==> config.mk <==
export PLATFORM = sky130hd
export DESIGN_NAME = sram_bus_arbiter
export DESIGN_NICKNAME = d
export VERILOG_FILES = /design/src/rtl/sram_bus_arbiter.sv
export SDC_FILE = /design/constraint.sdc
export NUM_CORES = 1
export LEC_CHECK = 0
export ABC_AREA = 0
export BUFFER_PORTS_ARGS = -buffer_cell sky130_fd_sc_hd__buf_2
export CAP_MARGIN = 20
export CORE_MARGIN = 5
export CORE_UTILIZATION = 35
export DETAILED_ROUTE_END_ITERATION = 12
export PLACE_DENSITY = 0.69
export SLEW_MARGIN = 40
export SYNTH_ARGS = -nofsm -noshare
export SYNTH_HDL_FRONTEND = slang
export SYNTH_SLANG_ARGS = --single-unit
==> constraint.sdc <==
create_clock -name clk -period 3.25 [get_ports clk]
set_input_delay 0.325 -clock clk [delete_from_list [all_inputs] [get_ports clk]]
set_output_delay 0.325 -clock clk [all_outputs]
set_load 0.03 [all_outputs]
==> src/rtl/sram_bus_arbiter.sv <==
// sram_bus_arbiter
// Shares the single SRAM controller port between the instruction-fetch and
// data (load/store) requesters. One access is in flight at a time. Each access
// walks IDLE -> ISSUE -> WAIT -> RESP -> IDLE: the winner is registered at the
// IDLE edge, a one-cycle read/write op is issued, the controller's two-cycle
// access is tracked, and the ack plus read data go back to the owner in RESP.
// When both sides request, data wins unless the fetch side has lost
// STARVE_LIMIT times in a row (STARVE_LIMIT = 0 gives pure data priority).

module sram_bus_arbiter #(
    parameter int ADDR_W       = 22,
    parameter int DATA_W       = 32,
    parameter int STARVE_LIMIT = 4
) (
    input  logic              clk,
    input  logic              rst,

    // instruction fetch port (read only)
    input  logic              inst_req_i,
    input  logic [ADDR_W-1:0] inst_addr_i,
    output logic [DATA_W-1:0] inst_rdata_o,
    output logic              inst_ack_o,
    output logic              inst_stall_o,

    // data load/store port
    input  logic              data_req_i,
    input  logic              data_we_i,
    input  logic [ADDR_W-1:0] data_addr_i,
    input  logic [DATA_W-1:0] data_wdata_i,
    input  logic [3:0]        data_be_i,
    output logic [DATA_W-1:0] data_rdata_o,
    output logic              data_ack_o,
    output logic              data_stall_o,

    // sram_controller side
    output logic              sram_read_op_o,
    output logic              sram_write_op_o,
    output logic [ADDR_W-1:0] sram_addr_o,
    output logic [DATA_W-1:0] sram_wdata_o,
    output logic [3:0]        sram_mask_o,
    input  logic [DATA_W-1:0] sram_rdata_i,

    // status
    output logic              owner_o,
    output logic              busy_o
);

    // Counter wide enough to hold STARVE_LIMIT; never zero-width, even for 0.
    localparam int               CNT_W     = $clog2(STARVE_LIMIT + 2);
    localparam logic [CNT_W-1:0] LIMIT_C   = CNT_W'(STARVE_LIMIT);
    localparam bit               STARVE_EN = (STARVE_LIMIT != 0);

    typedef enum logic [1:0] {
        ST_IDLE  = 2'd0,
        ST_ISSUE = 2'd1,
        ST_WAIT  = 2'd2,
        ST_RESP  = 2'd3
    } state_t;

    state_t              state_q, state_d;
    logic                owner_q;        // 0 = inst, 1 = data
    logic                we_q;           // current access is a write
    logic [ADDR_W-1:0]   addr_q;
    logic [DATA_W-1:0]   wdata_q;
    logic [3:0]          mask_q;
    logic [CNT_W-1:0]    starve_cnt_q, starve_cnt_d;

    logic                any_req;
    logic                both_req;
    logic                force_inst;
    logic                grant_data;

    // Arbitration decision, only acted upon in IDLE.
    always_comb begin
        any_req    = inst_req_i | data_req_i;
        both_req   = inst_req_i & data_req_i;
        force_inst = STARVE_EN && (starve_cnt_q == LIMIT_C);
        grant_data = data_req_i & ~(inst_req_i & force_inst);
    end

    // State register.
    always_ff @(posedge clk) begin
        // NOTE: sequential state is always written with <= so every flop
        // samples the pre-edge values, regardless of block ordering.
        if (rst) begin
            state_q <= ST_IDLE;
        end else begin
            state_q <= state_d;
        end
    end

    // Next-state logic; RESP always returns to IDLE so a requester still
    // holding req in its ack cycle is not resampled as a new access.
    always_comb begin
        // NOTE: default first so every path assigns state_d and no latch forms.
        state_d = state_q;
        unique case (state_q)
            ST_IDLE:  if (any_req) state_d = ST_ISSUE;
            ST_ISSUE: state_d = ST_WAIT;
            ST_WAIT:  state_d = ST_RESP;
            ST_RESP:  state_d = ST_IDLE;
            default:  state_d = ST_IDLE;
        endcase
    end

    // Access registers: capture the winner in IDLE, hold through RESP, clear
    // on the way back to IDLE so the controller bus idles at zero.
    always_ff @(posedge clk) begin
        if (rst) begin
            owner_q <= 1'b0;
            we_q    <= 1'b0;
            addr_q  <= '0;
            wdata_q <= '0;
            mask_q  <= 4'b0000;
        end else begin
            unique case (state_q)
                ST_IDLE: begin
                    if (any_req) begin
                        owner_q <= grant_data;
                        if (grant_data) begin
                            we_q    <= data_we_i;
                            addr_q  <= data_addr_i;
                            wdata_q <= data_wdata_i;
                            mask_q  <= data_be_i;
                        end else begin
                            we_q    <= 1'b0;
                            addr_q  <= inst_addr_i;
                            wdata_q <= '0;
                            mask_q  <= 4'b1111;
                        end
                    end
                end
                ST_RESP: begin
                    // owner is kept: it reports the last access while idle
                    we_q    <= 1'b0;
                    addr_q  <= '0;
                    wdata_q <= '0;
                    mask_q  <= 4'b0000;
                end
                default: ;
            endcase
        end
    end

    // Starvation counter next value: counts consecutive contested data wins.
    always_comb begin
        starve_cnt_d = starve_cnt_q;
        if (state_q == ST_IDLE) begin
            if (!inst_req_i) begin
                starve_cnt_d = '0;
            end else if (both_req && grant_data) begin
                if (starve_cnt_q != LIMIT_C) begin
                    starve_cnt_d = starve_cnt_q + 1'b1;
                end
            end else begin
                // inst won, alone or by force
                starve_cnt_d = '0;
            end
        end
    end

    // Starvation counter register.
    always_ff @(posedge clk) begin
        if (rst) begin
            starve_cnt_q <= '0;
        end else begin
            starve_cnt_q <= starve_cnt_d;
        end
    end

    // Outputs decoded from state and the registered access.
    always_comb begin
        sram_read_op_o  = 1'b0;
        sram_write_op_o = 1'b0;
        inst_ack_o      = 1'b0;
        data_ack_o      = 1'b0;
        inst_rdata_o    = '0;
        data_rdata_o    = '0;

        if (state_q == ST_ISSUE) begin
            sram_read_op_o  = ~owner_q | ~we_q;
            sram_write_op_o = owner_q & we_q;
        end

        if (state_q == ST_RESP) begin
            if (owner_q) begin
                data_ack_o = 1'b1;
                if (!we_q) begin
                    data_rdata_o = sram_rdata_i;
                end
            end else begin
                inst_ack_o   = 1'b1;
                inst_rdata_o = sram_rdata_i;
            end
        end

        inst_stall_o = inst_req_i & ~inst_ack_o;
        data_stall_o = data_req_i & ~data_ack_o;
        sram_addr_o  = addr_q;
        sram_wdata_o = wdata_q;
        sram_mask_o  = mask_q;
        owner_o      = owner_q;
        busy_o       = (state_q != ST_IDLE);
    end

endmodule

==> results_dict.tcl <==
set metrics [dict create \
    htree_num_levels 3 \
    synth_top_family_by_area "simple AND/OR/NAND/NOR gates" \
    seq_power_share_pct 29.7 \
    starting_density_pct 35.4 \
    synth_enable_flop_cells 0 \
    critical_path.n_buffers_inverters 1 \
    dpl.hpwl_um 9680 \
    vias_per_cell 5.38 \
    arrival_ns 2.24 \
    antenna-diode-count 0 \
    slew-limit-headroom_pct 46.8 \
    synth_nets 574 \
    synthMuxAreaShare_pct 0.278 \
    globalRouteOverflowTotal 0 \
    clock_power_share_pct 21.0 \
    grt_first_pass_wirelength_um 21700 \
    cts_buffers 9 \
    power_switching_share_pct 46.5 \
    nNetsFinal 785 \
    cts_max_path_buffers 2 \
    synth-xor-area-share_pct 0 \
    drt_iter0_markers 380 \
    drt-wirelength-per-cell_um 16.7 \
    comb_power_share_pct 49.3 \
    unrepaired_setup_endpoints_after_global_routing "false" \
    timing_hold_violations_final 0 \
    hold-worst-slack_ns 0.233 \
    num-fill-cells 1001 \
    netSwitchingPower_mw 1.76 \
    cts_hold_buffers 0 \
    timing.critical_path.mode_cell "sky130_fd_sc_hd__and2_1" \
    yosys_warnings 0 \
    cellInternalPower_mw 2.02 \
    slew_at_the_pin_closest_to_its_max_slew_limit_ns 0.798 \
    die-height_um 112 \
    clk_pin_slew_worst_paths_ns 0.08 \
    timing.final.setup_violations 0 \
    synthesis.area_per_instance_um2 8.00 \
    coreArea_um2 10200 \
    postCtsSetupRepairBufs 0 \
    category_of_the_critical_setup_timing_path "register to output pin" \
    floorplan.io_pins 247 \
    port_buffers 246 \
    ys_top_cells_by_area "sky130_fd_sc_hd__dfxtp_1, sky130_fd_sc_hd__and2_1, sky130_fd_sc_hd__nand3_1" \
    post_route_antenna_net_violation_count 0 \
    timing.critical_path.required_ns 2.92 \
    fin_setup_tns_ns 0 \
    cp_max_fo 32 \
    routabilityCongestion 0.956 \
    seq_area_frac_synth_pct 36.1 \
    number_of_design_rule_violations_left_after_detail_routing 0 \
    post_cts.resized_instances 0 \
    finalClockSkew_ns 0.00904 \
    vdd_drop_max_mv 0.348 \
    family_with_the_most_delay_on_the_worst_path "simple AND/OR/NAND/NOR gates" \
    clock_sink_count 65 \
    clock.fmax_mhz 389 \
    routed_wirelength_um 13400 \
    synth_flop_cell "sky130_fd_sc_hd__dfxtp_1" \
    placementRows 37 \
    critical-path-slowest-cell "sky130_fd_sc_hd__and2b_1" \
    critical_path.startpoint_type "register" \
    grt_antenna_before_repair 1 \
    crit_path_max_incr_delay_ns 0.62 \
    final_layout_size_suffix_gt1_share_pct 41.7 \
    cts_tree "done" \
    vias 4320 \
    final.min_clock_period_ns 2.57 \
    synth.ff_latch_count 65 \
    total_of_max_cap_violations 0 \
    synth.lib_cells_used.distinct 34 \
    worstSkewPairLatency_ns 0.34 \
    area_of_the_mapped_netlist_um2 3610 \
    fin_crit_sh_pct 79.1 \
    detail_route.first_pass.iterations 5 \
    pre_cts_ws_ns 0.959 \
    synth_largest_type_area_fraction_pct 36.1 \
    outcome "finished clean" \
    yosysTopAreaCell "sky130_fd_sc_hd__dfxtp_1" \
    die_w_um 112 \
    synthSimpleGateAreaFrac_pct 31.8 \
    grt_util_all_layers_pct 20.6 \
    vias_in_the_first_global_route 4204 \
    netlist_instances 451 \
    grt_max_degree 59 \
    powerDensity_nw_per_um2 743 \
    total_leakage_power_nw 2.52 \
    synth_async_sr_flop_share_pct 0 \
    syn_to_final_growth_pct 41.1 \
    cts.root.buffer_cell "sky130_fd_sc_hd__clkbuf_8" \
    synth-compound-area-share_pct 22.0 \
    synth_adder_area_share_pct 2.08 \
    crit_chain "ha_1 -> and2_1 -> and2b_1 -> and2_1 -> buf_2" \
    critical_path.endpoint_type "output pin" \
    final_max_slew_viols 0 \
    setup_ws_ns 0.680 \
    die-area_um2 12400 \
    synth.top_cells.by_count "sky130_fd_sc_hd__and2_1, sky130_fd_sc_hd__dfxtp_1, sky130_fd_sc_hd__nand3_1, sky130_fd_sc_hd__clkbuf_1, sky130_fd_sc_hd__o21ai_0" \
    hp-class "primary input to register" \
]
==> power groups by stage <==
stage | Sequential, mW | Combinational [mW] | Clock, mW
final | 1.12 | 1.86 | 0.794
after detailed placement | 1.14 | 1.87 | 0
after global routing | 1.15 | 2.02 | 0.849
after global placement | 1.13 | 1.84 | 0
after CTS | 1.12 | 1.88 | 0.819
after floorplan | 1.51 | 0.939 | 0
==> final timing paths <==
kind / slack (ns) / to / start / depth (start not counted)
max: 0.68 / data_rdata_o[11] / state_q[0]$_SDFFE_PP0P_ / 5
min: 0.23 / we_q$_SDFFE_PP0P_ / data_we_i / 3
min reg2reg: 0.48 / sram_wdata_o[18]$_SDFFE_PP0P_ / sram_wdata_o[18]$_SDFFE_PP0P_ / 2
max reg2reg: 0.95 / sram_wdata_o[13]$_SDFFE_PP0P_ / state_q[0]$_SDFFE_PP0P_ / 7
==> per-layer routing <==
layer / wire [um] / GRT usage [%] / vias up
met2: 6340 / 33.8 / 207
met5: 13 / 0 / -
met4: 191 / 5.11 / 2
met1: 5730 / 26.7 / 2021
li1: - / - / 2071
met3: 1170 / 5.87 / 19
==> layout make-up <==
type | count | area (um^2) | share of cell area, %
multi-input combinational | 322 | 2050 | 40.2
clock inverter | 4 | 75.1 | 1.48
sequential | 65 | 1300 | 25.6
clock buffer | 12 | 155 | 3.05
inverter | 7 | 26.3 | 0.516
timing repair buffer | 257 | 1310 | 25.8
tap | 136 | 170 | 3.34
==> tightest hold or removal path, stage by stage <==
cell                      delay [ns]
sky130_fd_sc_hd__buf_2          0.09
sky130_fd_sc_hd__nand3_1        0.05
sky130_fd_sc_hd__a21oi_1        0.05
==> cells in the final DEF (no fill, tap or decap), types with 2 or more instances in the layout <==
master	Yosys	routed
sky130_fd_sc_hd__buf_4	2	11
sky130_fd_sc_hd__ha_1	6	6
sky130_fd_sc_hd__clkbuf_8	0	11
sky130_fd_sc_hd__a21oi_1	34	34
sky130_fd_sc_hd__or3_1	4	4
sky130_fd_sc_hd__inv_1	6	6
sky130_fd_sc_hd__nor2b_1	2	2
sky130_fd_sc_hd__nand4_1	24	24
sky130_fd_sc_hd__dfxtp_1	65	65
sky130_fd_sc_hd__and2_1	65	65
sky130_fd_sc_hd__buf_2	19	246
sky130_fd_sc_hd__o21a_1	2	2
sky130_fd_sc_hd__nand3_1	58	57
sky130_fd_sc_hd__nor2_1	6	5
sky130_fd_sc_hd__nor3_1	2	2
sky130_fd_sc_hd__o2111ai_1	22	22
sky130_fd_sc_hd__o21ai_0	35	35
sky130_fd_sc_hd__o211ai_1	22	22
sky130_fd_sc_hd__clkinvlp_4	0	2
sky130_fd_sc_hd__bufinv_16	0	2
sky130_fd_sc_hd__a22o_1	4	4
sky130_fd_sc_hd__nor3b_1	23	23
==> flip-flops by register name (all words and copies together) (netlist names) <==
register      count
sram_mask_o       4
sram_wdata_o     32
starve_cnt_q      3
sram_addr_o      22
owner_o           1
state_q           2
we_q              1
==> logic make-up after synthesis <==
family | count (synthesis)
AOI/OAI and AO/OA | 124
muxes | 1
DFF | 65
and+or+nand+nor | 191
buffers and inverters | 64
adders and majority gates | 6
==> through the flow <==
stage | power [mW] | cell area, um^2 | instances | util, %
3_5_place_dp | 3.01 | 4860 | 787 | 47.7
4_1_cts | 3.82 | 5090 | 803 | 50.0
6_report | 3.78 | 5090 | 803 | 50.0
2_1_floorplan | 2.44 | 3610 | 451 | -
3_3_place_gp | 2.97 | 4860 | 787 | 47.7
5_1_grt | 4.02 | 5090 | 803 | 50.0
Note: power is estimated with default switching activity, not from simulation.
